File: config.mk
export PLATFORM = sky130hd
export DESIGN_NAME = serial_link_ddr_rx_flat
export DESIGN_NICKNAME = d
export VERILOG_FILES = /design/src/rtl/serial_link_ddr_rx_if.sv /design/src/rtl/serial_link_ddr_rx.sv /design/src/flat_wrapper.sv
export SDC_FILE = /design/constraint.sdc
export NUM_CORES = 1
export LEC_CHECK = 0
export BUFFER_PORTS_ARGS = -buffer_cell sky130_fd_sc_hd__buf_4
export CAP_MARGIN = 20
export CORE_MARGIN = 8
export CORE_UTILIZATION = 30
export CTS_CLUSTER_DIAMETER = 120
export DETAILED_ROUTE_END_ITERATION = 8
export PLACE_DENSITY = 0.54
export SKIP_LAST_GASP = 1
export SYNTH_ARGS = -nofsm -noshare
export SYNTH_HDL_FRONTEND = slang
export SYNTH_SLANG_ARGS = --single-unit
export TNS_END_PERCENT = 1
File: constraint.sdc
create_clock -name clk_i -period 7.8 [get_ports clk_i]
set_input_delay 0 -clock clk_i [delete_from_list [all_inputs] [get_ports clk_i]]
set_output_delay 0 -clock clk_i [all_outputs]
set_load 0.02 [all_outputs]
File: src/rtl/serial_link_ddr_rx_if.sv
// Consumer-side valid/ready word port of the DDR serial link receiver.
// The receiver uses the master modport; the MCU-side consumer uses slave.
interface serial_link_ddr_rx_if #(
    parameter int DATA_WIDTH = 32
);
    logic [DATA_WIDTH-1:0] rdata_o;
    logic                  rvalid_o;
    logic                  rready_i;

    modport master (
        output rdata_o,
        output rvalid_o,
        input  rready_i
    );

    modport slave (
        input  rdata_o,
        input  rvalid_o,
        output rready_i
    );
endinterface

File: src/rtl/serial_link_ddr_rx.sv
// Receive end of the FPGA-to-FPGA DDR serial link: oversamples lanes and forwarded
// clock, assembles LSB-first words on both forwarded-clock edges and queues them in a FWFT FIFO.
module serial_link_ddr_rx #(
    parameter int LANES        = 4,
    parameter int DATA_WIDTH   = 32,
    parameter int FIFO_DEPTH   = 8,
    parameter int IDLE_TIMEOUT = 64
) (
    input  logic                             clk_i,
    input  logic                             rst_ni,
    input  logic                             en_i,
    input  logic                             clear_i,
    input  logic [LANES-1:0]                 ddr_i,
    input  logic                             ddr_rcv_clk_i,
    serial_link_ddr_rx_if.master             rd,
    output logic                             fifo_empty_o,
    output logic                             fifo_full_o,
    output logic [$clog2(FIFO_DEPTH+1)-1:0]  count_o,
    output logic                             overflow_o,
    output logic                             frame_err_o
);
    localparam int NIBBLES = DATA_WIDTH / LANES;
    localparam int NIB_W   = $clog2(NIBBLES);
    localparam int TMR_W   = $clog2(IDLE_TIMEOUT);
    localparam int PTR_W   = $clog2(FIFO_DEPTH);
    localparam int CNT_W   = $clog2(FIFO_DEPTH + 1);

    localparam logic [NIB_W-1:0] LAST_NIB = NIB_W'(NIBBLES - 1);
    localparam logic [TMR_W-1:0] TMR_LAST = TMR_W'(IDLE_TIMEOUT - 1);
    localparam logic [CNT_W-1:0] CNT_FULL = CNT_W'(FIFO_DEPTH);

    typedef enum logic {
        ST_IDLE,
        ST_RECV
    } state_t;

    logic                  r_clkSync1;
    logic                  r_clkSync2;
    logic                  r_clkPrev;
    logic [LANES-1:0]      r_dataSync1;
    logic [LANES-1:0]      r_dataSync2;

    state_t                r_state;
    logic [NIB_W-1:0]      r_nibCnt;
    logic [TMR_W-1:0]      r_timer;
    logic [DATA_WIDTH-1:0] r_shift;
    logic                  r_pushValid;
    logic [DATA_WIDTH-1:0] r_pushData;
    logic                  r_frameErr;

    logic [DATA_WIDTH-1:0] r_mem [FIFO_DEPTH];
    logic [PTR_W-1:0]      r_wrPtr;
    logic [PTR_W-1:0]      r_rdPtr;
    logic [CNT_W-1:0]      r_count;
    logic                  r_overflow;

    logic                  w_edge;
    state_t                w_stateNext;
    logic [NIB_W-1:0]      w_nibCntNext;
    logic [TMR_W-1:0]      w_timerNext;
    logic [DATA_WIDTH-1:0] w_shiftNext;
    logic                  w_wordDone;
    logic                  w_frameErr;
    logic                  w_empty;
    logic                  w_full;
    logic                  w_pop;
    logic                  w_pushOk;

    // Data and clock share identical synchronizer depth so captured nibbles stay aligned.
    always_ff @(posedge clk_i) begin
        if (!rst_ni) begin
            r_clkSync1  <= 1'b0;
            r_clkSync2  <= 1'b0;
            r_clkPrev   <= 1'b0;
            r_dataSync1 <= '0;
            r_dataSync2 <= '0;
        end else begin
            r_clkSync1  <= ddr_rcv_clk_i;
            r_clkSync2  <= r_clkSync1;
            r_clkPrev   <= r_clkSync2;
            r_dataSync1 <= ddr_i;
            r_dataSync2 <= r_dataSync1;
        end
    end

    assign w_edge = r_clkSync2 ^ r_clkPrev;

    always_comb begin
        w_stateNext  = r_state;
        w_nibCntNext = r_nibCnt;
        w_timerNext  = r_timer;
        w_shiftNext  = r_shift;
        w_wordDone   = 1'b0;
        w_frameErr   = 1'b0;
        unique case (r_state)
            ST_IDLE: begin
                w_nibCntNext = '0;
                w_timerNext  = '0;
                if (en_i && w_edge) begin
                    w_stateNext            = ST_RECV;
                    w_shiftNext[LANES-1:0] = r_dataSync2;
                    w_nibCntNext           = NIB_W'(1);
                end
            end
            ST_RECV: begin
                if (!en_i) begin
                    w_stateNext  = ST_IDLE;
                    w_nibCntNext = '0;
                    w_timerNext  = '0;
                end else if (w_edge) begin
                    w_shiftNext[LANES*int'(r_nibCnt) +: LANES] = r_dataSync2;
                    w_timerNext = '0;
                    if (r_nibCnt == LAST_NIB) begin
                        w_wordDone   = 1'b1;
                        w_nibCntNext = '0;
                    end else begin
                        w_nibCntNext = r_nibCnt + 1'b1;
                    end
                end else if (r_timer == TMR_LAST) begin
                    // A timeout with nibbles pending means the peer abandoned a word mid-frame.
                    w_stateNext  = ST_IDLE;
                    w_nibCntNext = '0;
                    w_timerNext  = '0;
                    w_frameErr   = (r_nibCnt != '0);
                end else begin
                    w_timerNext = r_timer + 1'b1;
                end
            end
            default: begin
                w_stateNext = ST_IDLE;
            end
        endcase
    end

    always_ff @(posedge clk_i) begin
        if (!rst_ni || clear_i) begin
            r_state     <= ST_IDLE;
            r_nibCnt    <= '0;
            r_timer     <= '0;
            r_shift     <= '0;
            r_pushValid <= 1'b0;
            r_pushData  <= '0;
            r_frameErr  <= 1'b0;
        end else begin
            r_state     <= w_stateNext;
            r_nibCnt    <= w_nibCntNext;
            r_timer     <= w_timerNext;
            r_shift     <= w_shiftNext;
            r_pushValid <= w_wordDone;
            r_frameErr  <= w_frameErr;
            if (w_wordDone) begin
                r_pushData <= w_shiftNext;
            end
        end
    end

    assign w_empty  = (r_count == '0);
    assign w_full   = (r_count == CNT_FULL);
    assign w_pop    = !w_empty && rd.rready_i;
    // A simultaneous pop frees the head slot, so a push into a full FIFO is still accepted.
    assign w_pushOk = r_pushValid && (!w_full || w_pop);

    always_ff @(posedge clk_i) begin
        if (!rst_ni) begin
            r_wrPtr    <= '0;
            r_rdPtr    <= '0;
            r_count    <= '0;
            r_overflow <= 1'b0;
            for (int i = 0; i < FIFO_DEPTH; i++) begin
                r_mem[i] <= '0;
            end
        end else if (clear_i) begin
            r_wrPtr    <= '0;
            r_rdPtr    <= '0;
            r_count    <= '0;
            r_overflow <= 1'b0;
        end else begin
            if (w_pushOk) begin
                r_mem[r_wrPtr] <= r_pushData;
                r_wrPtr        <= r_wrPtr + 1'b1;
            end
            if (w_pop) begin
                r_rdPtr <= r_rdPtr + 1'b1;
            end
            if (w_pushOk && !w_pop) begin
                r_count <= r_count + 1'b1;
            end else if (!w_pushOk && w_pop) begin
                r_count <= r_count - 1'b1;
            end
            if (r_pushValid && w_full && !w_pop) begin
                r_overflow <= 1'b1;
            end
        end
    end

    assign rd.rdata_o   = r_mem[r_rdPtr];
    assign rd.rvalid_o  = !w_empty;
    assign fifo_empty_o = w_empty;
    assign fifo_full_o  = w_full;
    assign count_o      = r_count;
    assign overflow_o   = r_overflow;
    assign frame_err_o  = r_frameErr;
endmodule
File: src/flat_wrapper.sv
// flat-port wrapper written by rule: the top's interface ports become plain ports
module serial_link_ddr_rx_flat 
#(
    parameter int LANES        = 4,
    parameter int DATA_WIDTH   = 32,
    parameter int FIFO_DEPTH   = 8,
    parameter int IDLE_TIMEOUT = 64
)
  (clk_i, rst_ni, en_i, clear_i, ddr_i, ddr_rcv_clk_i, fifo_empty_o, fifo_full_o, count_o, overflow_o, frame_err_o, rd_rdata_o, rd_rvalid_o, rd_rready_i);
  serial_link_ddr_rx_if #(.DATA_WIDTH(DATA_WIDTH)) rd_i ();
  input  logic clk_i;
  input  logic rst_ni;
  input  logic en_i;
  input  logic clear_i;
  input  logic [LANES-1:0] ddr_i;
  input  logic ddr_rcv_clk_i;
  output logic fifo_empty_o;
  output logic fifo_full_o;
  output logic [$clog2(FIFO_DEPTH+1)-1:0] count_o;
  output logic overflow_o;
  output logic frame_err_o;
  output wire logic [$bits(rd_i.rdata_o)-1:0] rd_rdata_o;
  output wire logic [$bits(rd_i.rvalid_o)-1:0] rd_rvalid_o;
  input wire logic [$bits(rd_i.rready_i)-1:0] rd_rready_i;
  assign rd_rdata_o = rd_i.rdata_o;
  assign rd_rvalid_o = rd_i.rvalid_o;
  assign rd_i.rready_i = rd_rready_i;
  serial_link_ddr_rx #(.LANES(LANES), .DATA_WIDTH(DATA_WIDTH), .FIFO_DEPTH(FIFO_DEPTH), .IDLE_TIMEOUT(IDLE_TIMEOUT)) u_core (.clk_i(clk_i), .rst_ni(rst_ni), .en_i(en_i), .clear_i(clear_i), .ddr_i(ddr_i), .ddr_rcv_clk_i(ddr_rcv_clk_i), .rd(rd_i), .fifo_empty_o(fifo_empty_o), .fifo_full_o(fifo_full_o), .count_o(count_o), .overflow_o(overflow_o), .frame_err_o(frame_err_o));
endmodule
==> flow_metrics.py <==
metrics = {
    "worst_setup_path": {
        "end_kind": "primary output",
        "arrival_ps": 3170,
        "slowest_stage": "buf_4",
        "cp.buffers_inverters": 2,
        "cp.required_ps": 7800,
        "worstPathCellList": "buf_4 > mux4_2 > mux2_2 > buf_4",
        "path_max_fanout": 39,
        "cp-start-kind": "flop",
        "cp_slowest_stage_delay_ps": 760,
        "crit_top_cell": "buf_4",
        "r2r_start": "u_core.count_o[0]",
        "r2r_slack_ps": 4790,
        "reg2reg_depth": 5,
        "path_class": "flop to primary output",
        "r2r-end": "u_core.r_mem[6][9]",
        "critPathTopFamily": "multiplexers",
    },
    "timing": {
        "hold_viol": 0,
        "maxSlewViolCount": 0,
        "fin_tns_setup_ps": 0,
        "finClkSkew_ps": 19.0,
        "worst_pin_slew_ps": 1070,
        "max_freq_mhz": 315,
        "finalSetupViolCount": 0,
        "slew_headroom": 0.282,
        "fin_crit_sh": 0.406,
        "min_period_ps": 3170,
        "layout_setup_ws_ps": 4630,
        "rsz0062_at_grt": "no",
    },
    "clock_network": {
        "ctsHtreeMaxLevel": 2,
        "cts_made_buffers": 40,
        "clock_latency_ps": 550,
        "cts-resized-gates": 0,
        "cts.sinks": 357,
        "clkTransAtPathRegs_ps": 60,
        "clockBufferDepth": 3,
        "cts_tree": "done",
        "clockRootBuffer": "clkbuf_16",
    },
    "placed_design": {
        "pre_cts_ws_ps": 4220,
        "gp_congestion": 0.721,
        "portBuffers": 50,
        "place_inst": 1772,
        "placed_area_um2": 16600,
        "hpwl_um": 21000,
    },
    "global_routing": {
        "first_global_vias": 9149,
        "antenna_found_initial": 1,
        "grt_max_degree": 65,
        "grt_pass1_wl_um": 55800,
        "grt.total_usage": 0.120,
        "grt_overflow": 0,
    },
    "die": {
        "die_w_um": 244,
        "die_h_um": 244,
        "initial_utilization": 0.303,
        "die_area_um2": 59400,
        "core.rowCount": 83,
        "coreArea_um2": 51300,
        "ios": 51,
    },
    "detailed_routing": {
        "vias": 8701,
        "wl_um": 36100,
        "via_per_inst": 4.67,
        "ant_nets": 0,
        "drc": 0,
        "drt_iter0_drc": 507,
        "routedWlPerCell_um": 19.4,
        "drt-pass1-iter-count": 5,
    },
    "cells_and_area": {
        "final_cell_mix": "and2_1 (269), edfxtp_1 (256), dfxtp_1 (98)",
        "syn_to_final_growth_pct": 15.9,
        "finalInstanceArea_um2": 18000,
        "final_common_cell": "and2_1",
        "drive_gt1_frac": 0.218,
        "fin_cells": 1862,
        "nNetsFinal": 1173,
    },
    "worst_hold_path": {
        "hold_depth": 5,
        "min_from": "clear_i",
        "min_path_type": "input pin to flop",
        "whs_endpoint": "u_core.r_pushData[14]",
    },
    "synthesis": {
        "synth_seq_area_share": 0.624,
        "syn-cell-area_um2": 15600,
        "synth_cell_types": 53,
        "synth_edf_count": 256,
        "synth_ff_type": "edfxtp_1",
        "syn_inst": 1099,
        "async_reset_ff_frac": 0,
        "ys_seq_elements": 357,
        "syn_avg_cell_area_um2": 14.2,
        "yosysWarningCount": 0,
        "synth_fp_nets": 1121,
    },
    "outcome": {
        "outcome": "complete, no violations",
    },
    "job": {
        "cap_violations": 0,
    },
    "power_and_ir_drop": {
        "power_uw": 4080,
        "power_density_nw_per_um2": 226,
        "p_leak_uw": 0.00599,
        "peakVddDrop_mv": 0.111,
    },
}
how the worst max path moves through the flow:
| stage | cells past startpoint | from | to | slack [ps] |
|---|---|---|---|---|
| after floorplan | 3 | u_core.count_o[0] | u_core.r_mem[3][0] | 3980 |
| after global placement | 6 | rst_ni | u_core.r_mem[1][6] | 4340 |
| after detailed placement | 6 | rst_ni | u_core.r_mem[1][7] | 4220 |
| after CTS | 7 | rst_ni | u_core.r_mem[1][14] | 4250 |
| after global routing | 4 | flop | rd_rdata_o[2] | 4390 |
| final | 4 | flop | rd_rdata_o[2] | 4630 |
area by class of cell:
type	count	area (µm²)
diodes	1	2.50
clock buffers	60	1150
clock inverters	12	115
fillers	4973	33300
inverters	10	37.5
multi-input cells	664	5540
flip-flops and latches	357	9720
well taps	680	851
repair buffers	78	633
stage by stage:
stage | utilization | hold slack [ps]
2_1_floorplan | - | 127
3_3_place_gp | 0.324 | 211
3_5_place_dp | 0.324 | 213
4_1_cts | 0.351 | 29.4
5_1_grt | 0.352 | 55.3
6_report | 0.352 | 57.8
state kept, by name (all words and copies together), names as in the netlist, named ones only:
register            cells
u_core.r_mem          256
u_core.r_pushData      32
u_core.r_shift         32
u_core.r_timer          6
u_core.count_o          4
u_core.r_dataSync1      4
u_core.r_dataSync2      4
u_core.r_nibCnt         3
u_core.r_rdPtr          3
u_core.r_wrPtr          3
u_core.frame_err_o      1
u_core.overflow_o       1
u_core.r_clkPrev        1
u_core.r_clkSync1       1
u_core.r_clkSync2       1
u_core.r_pushValid      1
u_core.r_state          1
tightest hold or removal path, delay by kind of cell:
family                 cells  cell delay, ps
AO/OA/AOI/OAI              2             160
AND/OR/NAND/NOR            1              40
buffers and inverters      2             340
power by group:
group	internal, µW	switching [µW]
combinational	53.3	79.0
sequential	2100	19.5
clock	1080	747
total	3230	846
synthesized netlist by cell type (3+ instances only):
cell        n  share of area
and2_1    269           0.11
edfxtp_1  256           0.49
dfxtp_1   101           0.13
mux4_2     64          0.093
o21ai_0    51          0.016
a21oi_1    47          0.015
nor2_1     47          0.011
mux2_2     32          0.023
clkbuf_1   30         0.0072
mux2i_1    29          0.019
buf_2      22         0.0071
nand3_1    21         0.0068
buf_6      12         0.0087
nand2b_1   12         0.0048
ha_1       11         0.0088
inv_1      10         0.0024
nand2_1     8         0.0019
nor3_1      6         0.0019
nor4_1      6         0.0024
a211oi_1    5         0.0024
nor2b_1     5         0.0020
xnor2_1     5         0.0028
xor2_1      5         0.0028
and2_2      4         0.0019
buf_1       3        0.00072
nor2_4      3         0.0022
nor3_4      3         0.0031
nor4_2      3         0.0024
repair_timing:
action	in CTS	in global routing
hold endpoints to repair	34	0
hold buffers	13	0
setup buffers	0	0
cells by family after synthesis:
logic type | after synthesis | share of synthesized area
xor+xnor | 11 | 0.00667
buf+inv | 78 | 0.0264
simple gates | 404 | 0.159
flops | 357 | 0.624
fa+ha+maj | 12 | 0.0101
compound gates | 112 | 0.0402
mux | 125 | 0.134
per-layer routing:
metal  vias to the layer above  routed length (µm)  track usage
met1                      4409               15900        0.150
met2                       136               18300        0.212
met5                         -                   0            0
met4                         0                 625       0.0340
met3                        40                1360       0.0208
li1                       4116                   -            -
No activity file was read; power rests on OpenSTA's default activity.
